**config.mk**
```make
export PLATFORM = sky130hd
export DESIGN_NAME = usart_rx_flat
export DESIGN_NICKNAME = d
export VERILOG_FILES = /design/src/rtl/usart_rx_if.sv /design/src/rtl/usart_rx.sv /design/src/flat_wrapper.sv
export SDC_FILE = /design/constraint.sdc
export NUM_CORES = 1
export LEC_CHECK = 0
export BUFFER_PORTS_ARGS = -buffer_cell sky130_fd_sc_hd__clkbuf_2
export CAP_MARGIN = 20
export CORE_UTILIZATION = 45
export CTS_BUF_LIST = sky130_fd_sc_hd__clkbuf_16
export DETAILED_ROUTE_END_ITERATION = 8
export PLACE_DENSITY = 0.71
export SYNTH_ARGS = -nofsm -noshare
export SYNTH_HDL_FRONTEND = slang
export SYNTH_SLANG_ARGS = --single-unit
```
**constraint.sdc**
```tcl
create_clock -name clk -period 3.18 [get_ports clk]
set_clock_uncertainty 0.15 [all_clocks]
set_input_delay 0.636 -clock clk [delete_from_list [all_inputs] [get_ports clk]]
set_output_delay 0.636 -clock clk [all_outputs]
set_load 0.02 [all_outputs]
```
**src/rtl/usart_rx_if.sv**
```systemverilog
// rtl/usart_rx_if.sv - bus-side signal bundle for the USART receiver
interface usart_rx_if;
  logic       rx_pin;
  logic       read;
  logic       clear_errors;
  logic [7:0] data_out;
  logic       data_ready;
  logic       fifo_full;
  logic       framing_error;
  logic       overrun;

  modport master (
    output rx_pin, read, clear_errors,
    input  data_out, data_ready, fifo_full, framing_error, overrun
  );

  modport slave (
    input  rx_pin, read, clear_errors,
    output data_out, data_ready, fifo_full, framing_error, overrun
  );
endinterface

```
**src/rtl/usart_rx.sv**
```systemverilog
// rtl/usart_rx.sv - 8N1 serial receiver with mid-bit sampling and FWFT receive FIFO
module usart_rx #(
  parameter int CLOCKS_PER_BIT = 139,
  parameter int FIFO_DEPTH     = 4
) (
  input  logic clk,
  input  logic reset,
  usart_rx_if.slave bus
);
  localparam int TW = $clog2(CLOCKS_PER_BIT);
  localparam int AW = $clog2(FIFO_DEPTH);
  localparam logic [TW-1:0] TICK_FULL = TW'(CLOCKS_PER_BIT - 1);
  localparam logic [TW-1:0] TICK_HALF = TW'(CLOCKS_PER_BIT / 2 - 1);
  localparam logic [TW-1:0] TICK_ONE  = TW'(1);
  localparam logic [AW:0]   PTR_ONE   = (AW+1)'(1);

  typedef enum logic [2:0] {IDLE, START, DATA, STOP, BRK} state_t;

  state_t        state;
  logic          sync1, rxs, rxs_prev;
  logic [TW-1:0] tick;
  logic [2:0]    bitcnt;
  logic [7:0]    shreg;
  logic [7:0]    mem [FIFO_DEPTH];
  logic [AW:0]   wptr, rptr;
  logic          err_frame, err_ovr;

  logic empty, full, pop, sample, push, frame_evt, ovr_evt;

  always_comb begin
    empty     = (wptr == rptr);
    full      = (wptr[AW] != rptr[AW]) && (wptr[AW-1:0] == rptr[AW-1:0]);
    pop       = bus.read && !empty;
    sample    = (tick == '0);
    push      = (state == STOP) && sample && rxs;
    frame_evt = (state == STOP) && sample && !rxs;
    // A simultaneous pop frees the slot, so a push into a full FIFO is not an overrun.
    ovr_evt   = push && full && !pop;
  end

  always_ff @(posedge clk) begin
    if (reset) begin
      state     <= IDLE;
      sync1     <= 1'b1;
      rxs       <= 1'b1;
      rxs_prev  <= 1'b1;
      tick      <= '0;
      bitcnt    <= '0;
      shreg     <= '0;
      wptr      <= '0;
      rptr      <= '0;
      err_frame <= 1'b0;
      err_ovr   <= 1'b0;
      for (int i = 0; i < FIFO_DEPTH; i++) mem[i] <= '0;
    end else begin
      sync1    <= bus.rx_pin;
      rxs      <= sync1;
      rxs_prev <= rxs;

      case (state)
        IDLE: begin
          if (rxs_prev && !rxs) begin
            tick  <= TICK_HALF;
            state <= START;
          end
        end
        START: begin
          if (!sample) begin
            tick <= tick - TICK_ONE;
          end else if (rxs) begin
            state <= IDLE;
          end else begin
            tick   <= TICK_FULL;
            bitcnt <= '0;
            state  <= DATA;
          end
        end
        DATA: begin
          if (!sample) begin
            tick <= tick - TICK_ONE;
          end else begin
            shreg[bitcnt] <= rxs;
            tick          <= TICK_FULL;
            if (bitcnt == 3'd7) state <= STOP;
            else                bitcnt <= bitcnt + 3'd1;
          end
        end
        STOP: begin
          if (!sample) tick <= tick - TICK_ONE;
          else         state <= rxs ? IDLE : BRK;
        end
        BRK: begin
          if (rxs) state <= IDLE;
        end
        default: state <= IDLE;
      endcase

      if (push && (!full || pop)) begin
        mem[wptr[AW-1:0]] <= shreg;
        wptr              <= wptr + PTR_ONE;
      end
      if (pop) rptr <= rptr + PTR_ONE;

      err_frame <= (err_frame && !bus.clear_errors) || frame_evt;
      err_ovr   <= (err_ovr && !bus.clear_errors) || ovr_evt;
    end
  end

  assign bus.data_out      = mem[rptr[AW-1:0]];
  assign bus.data_ready    = !empty;
  assign bus.fifo_full     = full;
  assign bus.framing_error = err_frame;
  assign bus.overrun       = err_ovr;
endmodule

```
**src/flat_wrapper.sv**
```systemverilog
// flat-port wrapper written by rule: the top's interface ports become plain ports
module usart_rx_flat 
#(
  parameter int CLOCKS_PER_BIT = 139,
  parameter int FIFO_DEPTH     = 4
)
  (clk, reset, bus_rx_pin, bus_read, bus_clear_errors, bus_data_out, bus_data_ready, bus_fifo_full, bus_framing_error, bus_overrun);
  usart_rx_if bus_i ();
  input  logic clk;
  input  logic reset;
  input wire logic [$bits(bus_i.rx_pin)-1:0] bus_rx_pin;
  input wire logic [$bits(bus_i.read)-1:0] bus_read;
  input wire logic [$bits(bus_i.clear_errors)-1:0] bus_clear_errors;
  output wire logic [$bits(bus_i.data_out)-1:0] bus_data_out;
  output wire logic [$bits(bus_i.data_ready)-1:0] bus_data_ready;
  output wire logic [$bits(bus_i.fifo_full)-1:0] bus_fifo_full;
  output wire logic [$bits(bus_i.framing_error)-1:0] bus_framing_error;
  output wire logic [$bits(bus_i.overrun)-1:0] bus_overrun;
  assign bus_i.rx_pin = bus_rx_pin;
  assign bus_i.read = bus_read;
  assign bus_i.clear_errors = bus_clear_errors;
  assign bus_data_out = bus_i.data_out;
  assign bus_data_ready = bus_i.data_ready;
  assign bus_fifo_full = bus_i.fifo_full;
  assign bus_framing_error = bus_i.framing_error;
  assign bus_overrun = bus_i.overrun;
  usart_rx #(.CLOCKS_PER_BIT(CLOCKS_PER_BIT), .FIFO_DEPTH(FIFO_DEPTH)) u_core (.clk(clk), .reset(reset), .bus(bus_i));
endmodule
```
After elaboration in Yosys (flattened, before gate mapping). Memories as Yosys holds them, arrays and structs flattened. A register that Yosys moved wholly into a read port is not among the register bits. Index checks and enable logic that the tools add are counted.

Eq/ne operators: 18. Muxes and demuxes: 33. Reduce and logical (&&, ||, !) cells: 29. Add/subtract/negate cells: 4. Order comparisons: 2.

Operator list (number): 8-bit 2-to-1 mux (6); 3-bit 2-to-1 mux (11); 8-bit one-hot mux with 4 select lines (1); 3-bit one-hot mux with 5 select lines (1); 1-bit logical AND (12); 2-bit by 1-bit != test with 1-bit output, second input constant (6); 3-bit by 1-bit adder with 3-bit output, second input constant (3); 8-bit bitwise mux (1); 8-bit logical NOT (1); 2-bit 2-to-1 mux (4); 8-bit OR reduction (1); 8-bit by 1-bit subtractor with 8-bit output, second input constant (1); 1-bit 2-to-1 mux (7); 3-bit by 2-bit equality test with 1-bit output, second input constant (2); 3-bit equality test, second input constant (2); 2-bit != test, second input constant (3); 3-bit one-hot mux with 2 select lines (1); 6-bit AND reduction (1); 1-bit logical NOT (5); 5-bit AND reduction (1); 3-bit by 4-bit < comparator with 1-bit output, second input constant (1); 4-bit AND reduction (1); 4-bit nonzero test (1); 1-bit demux with 3-bit select (1); other kinds (10) (12).

Bits of input ports: 5. Memories kept: 1. RAM bits: 32. Bits in registers: 33.

Memory list: u_core.mem (words 4, width 8, read ports 1, clocked after Yosys merged registers in 1, write ports 4, line usart_rx.sv:24) `logic [7:0] mem [FIFO_DEPTH];`.

Depth between registers and ports, before layout. Gate-level depths: netlist of the first run.

Depth in word-level cells: 10. Gate-level depth with buffers: 7. Gate-level depth less buffers: 6.

Least setup slack after synthesis of the first run. Ideal clock, no wire load.

Path kind: reg2reg. From: reg u_core.tick[0]. To: mem u_core.mem[1][0], enable pin. Setup slack: 446 ps. Data required time: 2643 ps. Arrival time: 2197 ps. Cell stages (with the launch flop): 7. Path through: dfxtp_1 -> inv_1 -> ha_1 -> nor3b_2 -> nand4_1 -> or2_2 -> o31ai_1.

RTL lines: start, declared (line usart_rx.sv:21) `logic [TW-1:0] tick;`; start signal, assigned (line usart_rx.sv:69) `tick <= tick - TICK_ONE;`; start signal, assigned (line usart_rx.sv:80) `tick <= tick - TICK_ONE;`; start signal, assigned (line usart_rx.sv:89) `if (!sample) tick <= tick - TICK_ONE;`; end, declared (line usart_rx.sv:24).

==> results list, run 1 <==
- Global routing used 17.60% of the available tracks.
* Grt ovf: 0
- Setup Crit Path Kind: flip-flop to flip-flop
- Pin count of the biggest net entering global routing: 31
- Prior to clock tree synthesis, the placed netlist has a worst setup slack of 0.5142 ns.
* Synthesis Warnings: 0
- The initial utilization of the core area, before any placement, comes to 47.09%.
* Final net count: 319
- Before antenna repair, the detailed router went through 4 iterations.
- Compared with the post-synthesis result, the final layout area differs by 15.05%.
* Vias post-DR: roughly 2300
- Time the final worst path needs with I/O delays and setup: 2.705 ns
- From left edge to right edge, the die measures 86.78 um.
- Global-route wire length before repair: 10180 um
* Stage delay of the slowest cell on the critical path: 0.49 ns
* Fin area: approximately 3700 um2
* Fin. Hold Viols: 0
* Final antenna-violating net count: 0
- Kind of cell with the highest combined delay on the critical path: simple AND/OR/NAND/NOR gates
- Maximum number of buffers from clock root to sink: 2
* Worst-case headroom to the max-slew limit: 55.19%
- In this run, distinct cell masters in the synthesized netlist total 51.
- The worst setup path is captured at a flip-flop.
- Register bit count reported by yosys: 67
* Number of global-route vias before repair: roughly 2100
- The initial antenna violation count is 0.
- The count of pins over their slew limit was 0.
* Cells after DPL: 394
- The number of buffers and inverters on the critical path is 2.
- Async S/R FF share, synth: 0%
- Pin slew with the least headroom to its limit: 0.6665 ns
- In this run, the combinational gates consume 7.9% of the power.
- The worst path meets setup with 0.4750 ns of slack.
- Class of the most critical hold timing path: flip-flop to flip-flop
* Switching power total: 0.5174 mW
- Number of rows in the core area: 30
- Setup violations remaining at the end of the flow were counted as 0.
- Power share of the sequential group: 44.8%
* Cell area reported after detailed placement: 3421 um2
* Maximum fanout along the worst path: 8
- Net count of the mapped netlist: 301
* Total clock sinks: 67
- The number of hold buffers added after CTS was 0.
- Setup repair after global routing left no endpoint under its margin.
- Final wirelength: 6196 um
- Depth of the CTS H-tree: 3
- Cell internal power was estimated by the tool at around 1.6 mW.
* Final weighted congestion in routability-driven placement: 0.8943
* Final worst-path cycle share: 85.06%
- CTS tree: done
- Maximum frequency from static timing analysis: around 370 MHz
- In this run the post-CTS setup repair buffer count came out at 0.
* EDFF count, synth: 32
* Remaining design rule violation count: 0
- Avg WL per Cell: 15.11 um
- Gates resized during post-CTS repair numbered 0.
- Iteration-0 DRC count of the detailed router: 93
- Mean number of vias per cell: 5.559
- From bottom edge to top edge, the die measures between 80 and 90 um.
- In the final timing run, aggregate negative setup slack is 0 ns.
- Fraction of layout cells with a size suffix above 1: 20.38%
- In this run switching power makes up 24.46% of total power.
* Root Buffer Master: sky130_fd_sc_hd__clkbuf_16
* Inserted Diodes: 0
* Cell count after synthesis: between 200 and 300
* Standby leakage power: 1.396 nW
- The region available for standard cell placement spans 6869 um2.
- IO Port Bufs: 16
- For this design the top-level I/O count stands at 17.
- Final Non-Filler Cells: 410
* Mean cell area of the mapped netlist: 11.11 um2
- Worst setup SP type: flip-flop
- Clock-pin slew reported for the worst setup and hold paths after clock tree synthesis: 0.06 ns
- Sequential area share after synthesis: 51.37%
* Critical path data arrival time: 2.59 ns
- The worst-case IR drop observed on VDD is 0.0003266 V.
- Critical path, cell by cell: inv_1 -> ha_1 -> nor3b_2 -> nand4_1 -> or3_1 -> o21ai_0 -> buf_4
- Detailed-placement wirelength estimate: 4224 um
- Max-cap violations: 0
- Clock Power Share: 47.3%
- The slowest stage of the critical path belongs to the cell sky130_fd_sc_hd__nor3b_2.
- Leading register cell type out of synthesis: sky130_fd_sc_hd__dfxtp_1
- Required @ worst endpoint: 3.06 ns
* Fin Hold WS: between 0.2 and 0.3 ns
* Post-synth design cell area: about 3200 um2
- Clock latency on the worst-skew pair, taken at its later pin, is 0.33 ns.
* Die Outline Area: 7531 um2
- The run finished with clean final reports.
- Clock tree synthesis inserted a total of 9 buffers.
- For this design the ratio of total power to cell area is about 570 nW/um2.
-- worst reg2reg max path, stage by stage, from the launching register on --
cell,delay (ns)
sky130_fd_sc_hd__dfxtp_1,0.33
sky130_fd_sc_hd__inv_1,0.08
sky130_fd_sc_hd__ha_1,0.19
sky130_fd_sc_hd__nor3b_2,0.49
sky130_fd_sc_hd__nand4_1,0.34
sky130_fd_sc_hd__or3_1,0.46
sky130_fd_sc_hd__o21ai_0,0.17
sky130_fd_sc_hd__buf_4,0.20
-- Yosys cell counts, drive strengths merged (5+ instances only) --
master | instances | area share [%]
and2 | 24 | 4.6
nor2 | 18 | 2.2
nor4 | 9 | 3.2
or4 | 6 | 1.5
o21ai | 14 | 2.2
clkbuf | 12 | 1.4
dfxtp | 35 | 22
nand2 | 7 | 0.81
or2 | 5 | 0.97
nand2b | 7 | 1.4
and3 | 9 | 1.7
nand4 | 6 | 1.2
ha | 5 | 1.9
a21oi | 20 | 3.2
mux4 | 8 | 5.6
edfxtp | 32 | 30
inv | 6 | 0.70
o31ai | 8 | 1.9
nand3 | 9 | 1.4
xor2 | 5 | 1.4
-- through the flow --
stage               power (mW)  util (%)
floorplan                1.083         -
global placement         1.126     49.80
detailed placement       1.131     49.80
CTS                      2.127     54.17
global route             2.178     54.17
finish                   2.115     54.17
-- layout by cell type (no fill, tap or decap), drive strengths merged, types with 9 or more instances in the layout --
master	count
dfxtp	35
edfxtp	32
clkbuf	25
and2	24
a21oi	20
nor2	18
o21ai	14
and3	9
nand3	9
nor4	9
-- final cells by class --
cell class / instances / area [um2]
inverters: 6 / 22.52
clock buffers: 9 / 225.2
clock inverters: 7 / 75.07
flip-flops and latches: 67 / 1662
multi-input cells: 203 / 1491
repair buffers: 22 / 125.1
fillers: 592 / 3148
well taps: 96 / 120.1
-- layer usage --
| metal | global-route usage (%) | part of all wire [%] | vias up |
|---|---|---|---|
| li1 | - | - | 1142 |
| met1 | 22.91 | 47 | 1096 |
| met2 | 28.70 | 49 | 34 |
| met3 | 3.619 | 3.1 | 7 |
| met4 | 6.970 | 1.2 | 0 |
| met5 | 0 | 0 | - |
-- power by group through the flow --
stage                     sequential (mW)  clock [mW]  combinational, mW
final                               0.947        1.00              0.168
after global routing                0.950        1.04              0.185
after CTS                           0.947        1.01              0.167
after detailed placement            0.965           0              0.166
after global placement              0.964           0              0.163
after floorplan                     0.956           0              0.127
-- final timing paths --
check | start | cells past startpoint | slack, ns | to
worst max register to register | u_core.tick[0] | 7 | 0.48 | u_core.mem[0][4]
worst min-delay path | u_core.sync1 | 1 | 0.26 | u_core.rxs
worst max-delay path | u_core.tick[0] | 7 | 0.48 | u_core.mem[0][4]
worst min register to register | u_core.sync1 | 1 | 0.26 | u_core.rxs
-- state kept, by name, summed over array words and instances, names as in the netlist, named ones only --
register,cells
u_core.rptr,3
u_core.shreg,8
u_core.tick,8
u_core.mem,32
u_core.bus.framing_error,1
u_core.bus.overrun,1
u_core.state,3
u_core.rxs_prev,1
u_core.wptr,3
u_core.sync1,1
u_core.bitcnt,3
u_core.rxs,1
-- cells by family (layout without fill, tap and decap cells) --
logic type / Yosys count / after routing / share of synthesized area (%)
flops: 67 / 67 / 51.37
fa+ha+maj: 5 / 5 / 1.934
mux: 12 / 12 / 6.808
simple gates: 120 / 120 / 23.37
buf+inv: 21 / 44 / 2.514
compound gates: 59 / 59 / 12.11
xor+xnor: 7 / 7 / 1.896
Note: power is estimated with default switching activity, not from simulation.
==> run 2: changes to the inputs <==
--- a/config.mk
+++ b/config.mk
@@ -9,8 +9,10 @@
 export CAP_MARGIN = 20
 export CORE_UTILIZATION = 45
 export CTS_BUF_LIST = sky130_fd_sc_hd__clkbuf_16
+export CTS_CLUSTER_DIAMETER = 120
 export DETAILED_ROUTE_END_ITERATION = 8
 export PLACE_DENSITY = 0.71
+export RECOVER_POWER = 50
 export SYNTH_ARGS = -nofsm -noshare
 export SYNTH_HDL_FRONTEND = slang
 export SYNTH_SLANG_ARGS = --single-unit
==> results list, run 2 (same netlist as run 1, synthesis figures left out) <==
- Time the final worst path needs with I/O delays and setup: 2.823 ns (+0.1184 ns)
* Resized cells post-CTS: 0 (unchanged)
- Pin slew with the least headroom to its limit: 1.297 ns (+0.6303 ns)
- Die X: 86.78 um (unchanged)
- Total clock sinks: 67 (unchanged)
* Crit-path most repeated cell: sky130_fd_sc_hd__ha_1
* Fin area: 3679 um2 (-1.1%)
* Final worst-path cycle share: 88.78% (+3.7 points)
- The number of violations of the max-capacitance limit came to 0 (unchanged).
* Effective utilization at floorplan: 47.09% (unchanged)
- Detailed-placement wirelength estimate: 4224 um (unchanged)
- The library cell used most frequently in the layout, excluding fill and tap cells, is sky130_fd_sc_hd__dfxtp_1.
- Critical path data arrival time: 2.84 ns (+0.25 ns)
* Register with the most flip-flops: u_core.mem
- Class of the most critical hold timing path: flip-flop to flip-flop
* Inserted Diodes: 0 (unchanged)
* Max-slew violation count: 0 (unchanged)
- Standby leakage power: 1.367 nW (-2.1%)
- The power density over the cells is 573.0 nW/um2 (+0.82%).
- Worst Setup Slack post-DPL: 0.5142 ns (unchanged)
- Kind of cell with the highest combined delay on the critical path: compound AO/OA/AOI/OAI gates
- The leftover overflow at the end of global routing was 0 (unchanged).
- The proportion of power drawn by flip-flops and latches is 44.9% (about the same).
- The worst relative slew slack was 13.54% (-42 points).
- The hold violation total from the final report came to 0 (unchanged).
* Stage delay of the slowest cell on the critical path: 0.86 ns (+0.37 ns)
- Latest clock arrival within the worst-skew pair: 0.33 ns (about the same)
* Final net count: 319 (unchanged)
* Critical path, cell by cell: ha_1 -> ha_1 -> or3b_2 -> a2111oi_1 -> mux2i_1 -> nor2_1
* Maximum frequency from static timing analysis: 354.2 MHz (-4.2%)
- The cell area after placement was 3421 um2 (unchanged).
- STA classifies the critical path startpoint as a flip-flop.
* Critical Path Sink Type: flip-flop
* Final setup TNS: 0 ns (unchanged)
- The fraction of power spent switching nets is 24.34% (-0.12 points).
- Unrepaired setup endpoints after global routing: false
- The detailed-router iteration count before antenna repair was 4 (unchanged).
* Maximum number of buffers from clock root to sink: 2 (unchanged)
* Status: finished clean
- The routability congestion estimate came to 0.8943 (unchanged).
- Cell-internal power: 1.595 mW (-0.18%)
- Number of rows in the core area: 30 (unchanged)
* Vias post-DR: 2282 (+0.13%)
- The final setup violation count was 0 (unchanged).
* Clock Power Share: 47.5% (+0.2 points)
* Fraction of layout cells with a size suffix above 1: 17.20% (-3.2 points)
* CTS buffer count: 9 (unchanged)
- Pin count of the biggest net entering global routing: 31 (unchanged)
- Registers with the most flip-flops: u_core.mem: 32 flops, u_core.shreg: 8 flops, u_core.tick: 8 flops
* Mean number of vias per cell: 5.566 (+0.13%)
* Max rail drop VDD: 0.0003256 V (-0.28%)
- Top library cells by usage in the layout, fill and taps aside: 35 x sky130_fd_sc_hd__dfxtp_1, 32 x sky130_fd_sc_hd__edfxtp_1, 20 x sky130_fd_sc_hd__a21oi_1, 18 x sky130_fd_sc_hd__nor2_1, 17 x sky130_fd_sc_hd__and2_1
- Required @ worst endpoint: 3.19 ns (+0.13 ns)
* Switching power total: 0.5131 mW (-0.82%)
- The total setup buffers inserted after CTS came to 0 (unchanged).
* Die Outline Area: 7531 um2 (unchanged)
- The placeable core area is 6869 um2 (unchanged).
* Avg WL per Cell: 15.05 um (-0.42%)
- On the critical path, the stage with the largest delay is an instance of sky130_fd_sc_hd__a2111oi_1.
- The detailed router's first-iteration violation count came to 104 (+12%).
- The critical path is of the flip-flop to flip-flop type.
- IO Count: 17 (unchanged)
- CTS tree: done
- Worst path bufs/invs: 0 (-2)
- Final antenna-violating net count: 0 (unchanged)
- Slack of the critical path: 0.3567 ns (-0.1184 ns)
- Relative to the synthesized area, the layout overhead comes to 13.73%.
- Clock-pin slew reported for the worst setup and hold paths after clock tree synthesis: 0.06 ns (about the same)
* Maximum fanout along the worst path: 13 (+5)
- The number of fill cells in the layout came to 605 (+2.2%).
- The cell sitting at the root of the clock tree is a sky130_fd_sc_hd__clkbuf_16.
* Remaining design rule violation count: 0 (unchanged)
- The H-tree depth came to 3 (unchanged).
- The via count of the first global-routing pass came to 2125 (unchanged).
- The die boundary height was 86.78 um (unchanged).
- Logic gate share of total power: 7.6% (-0.3 points)
- Flip-flop count of the largest register, all copies and words added: 32 (unchanged)
* Antenna violations before repair: 0 (unchanged)
* Number of buffers added to fix hold violations after cts: 0 (unchanged)
- The routed wire length was 6170 um (-0.42%).
- The overall track demand over capacity in global routing came to 17.60% (unchanged).
- Global-route wire length before repair: 10180 um (unchanged)
- IO Port Bufs: 16 (unchanged)
## run 2: layout make-up
| cell class | instances | area [um2] | area share [%] |
|---|---|---|---|
| multi-input combinational | 203 | 1458 | 39.63 |
| sequential | 67 | 1662 | 45.17 |
| timing repair buffer | 22 | 116.4 | 3.163 |
| tap | 96 | 120.1 | 3.265 |
| inverter | 6 | 22.52 | 0.6122 |
| clock inverter | 7 | 75.07 | 2.041 |
| clock buffer | 9 | 225.2 | 6.122 |
## run 2: path summary, 6_finish.rpt
check | end | depth (start not counted) | slack (ns) | start
max | u_core.bitcnt[0] | 6 | 0.36 | u_core.bitcnt[0]
min reg2reg | u_core.rxs | 1 | 0.26 | u_core.sync1
max reg2reg | u_core.bitcnt[0] | 6 | 0.36 | u_core.bitcnt[0]
min | u_core.rxs | 1 | 0.26 | u_core.sync1
## run 2: power by group through the flow
stage / clock, mW / sequential [mW] / combinational [mW]
after detailed placement: 0 / 0.965 / 0.166
after floorplan: 0 / 0.956 / 0.127
after global placement: 0 / 0.964 / 0.163
after global routing: 1.04 / 0.950 / 0.177
final: 1.00 / 0.947 / 0.160
after CTS: 1.01 / 0.947 / 0.167
## run 2: stage by stage
step                      power, mW  hold slack [ns]  util [%]  std cells
final                         2.108           0.2571     53.55        410
after global routing          2.170           0.2804     53.55        410
after floorplan               1.083           0.2395         -        291
after global placement        1.126           0.2430     49.80        394
after detailed placement      1.131           0.2436     49.80        394
after CTS                     2.127           0.2569     54.17        410
## run 2: metal layers
metal / vias to the layer above / part of all wire [%] / GRT usage [%]
li1: 1142 / - / -
met1: 1092 / 46 / 22.91
met2: 42 / 49 / 28.70
met3: 6 / 3.1 / 3.619
met4: 0 / 1.0 / 6.970
met5: - / 0 / 0
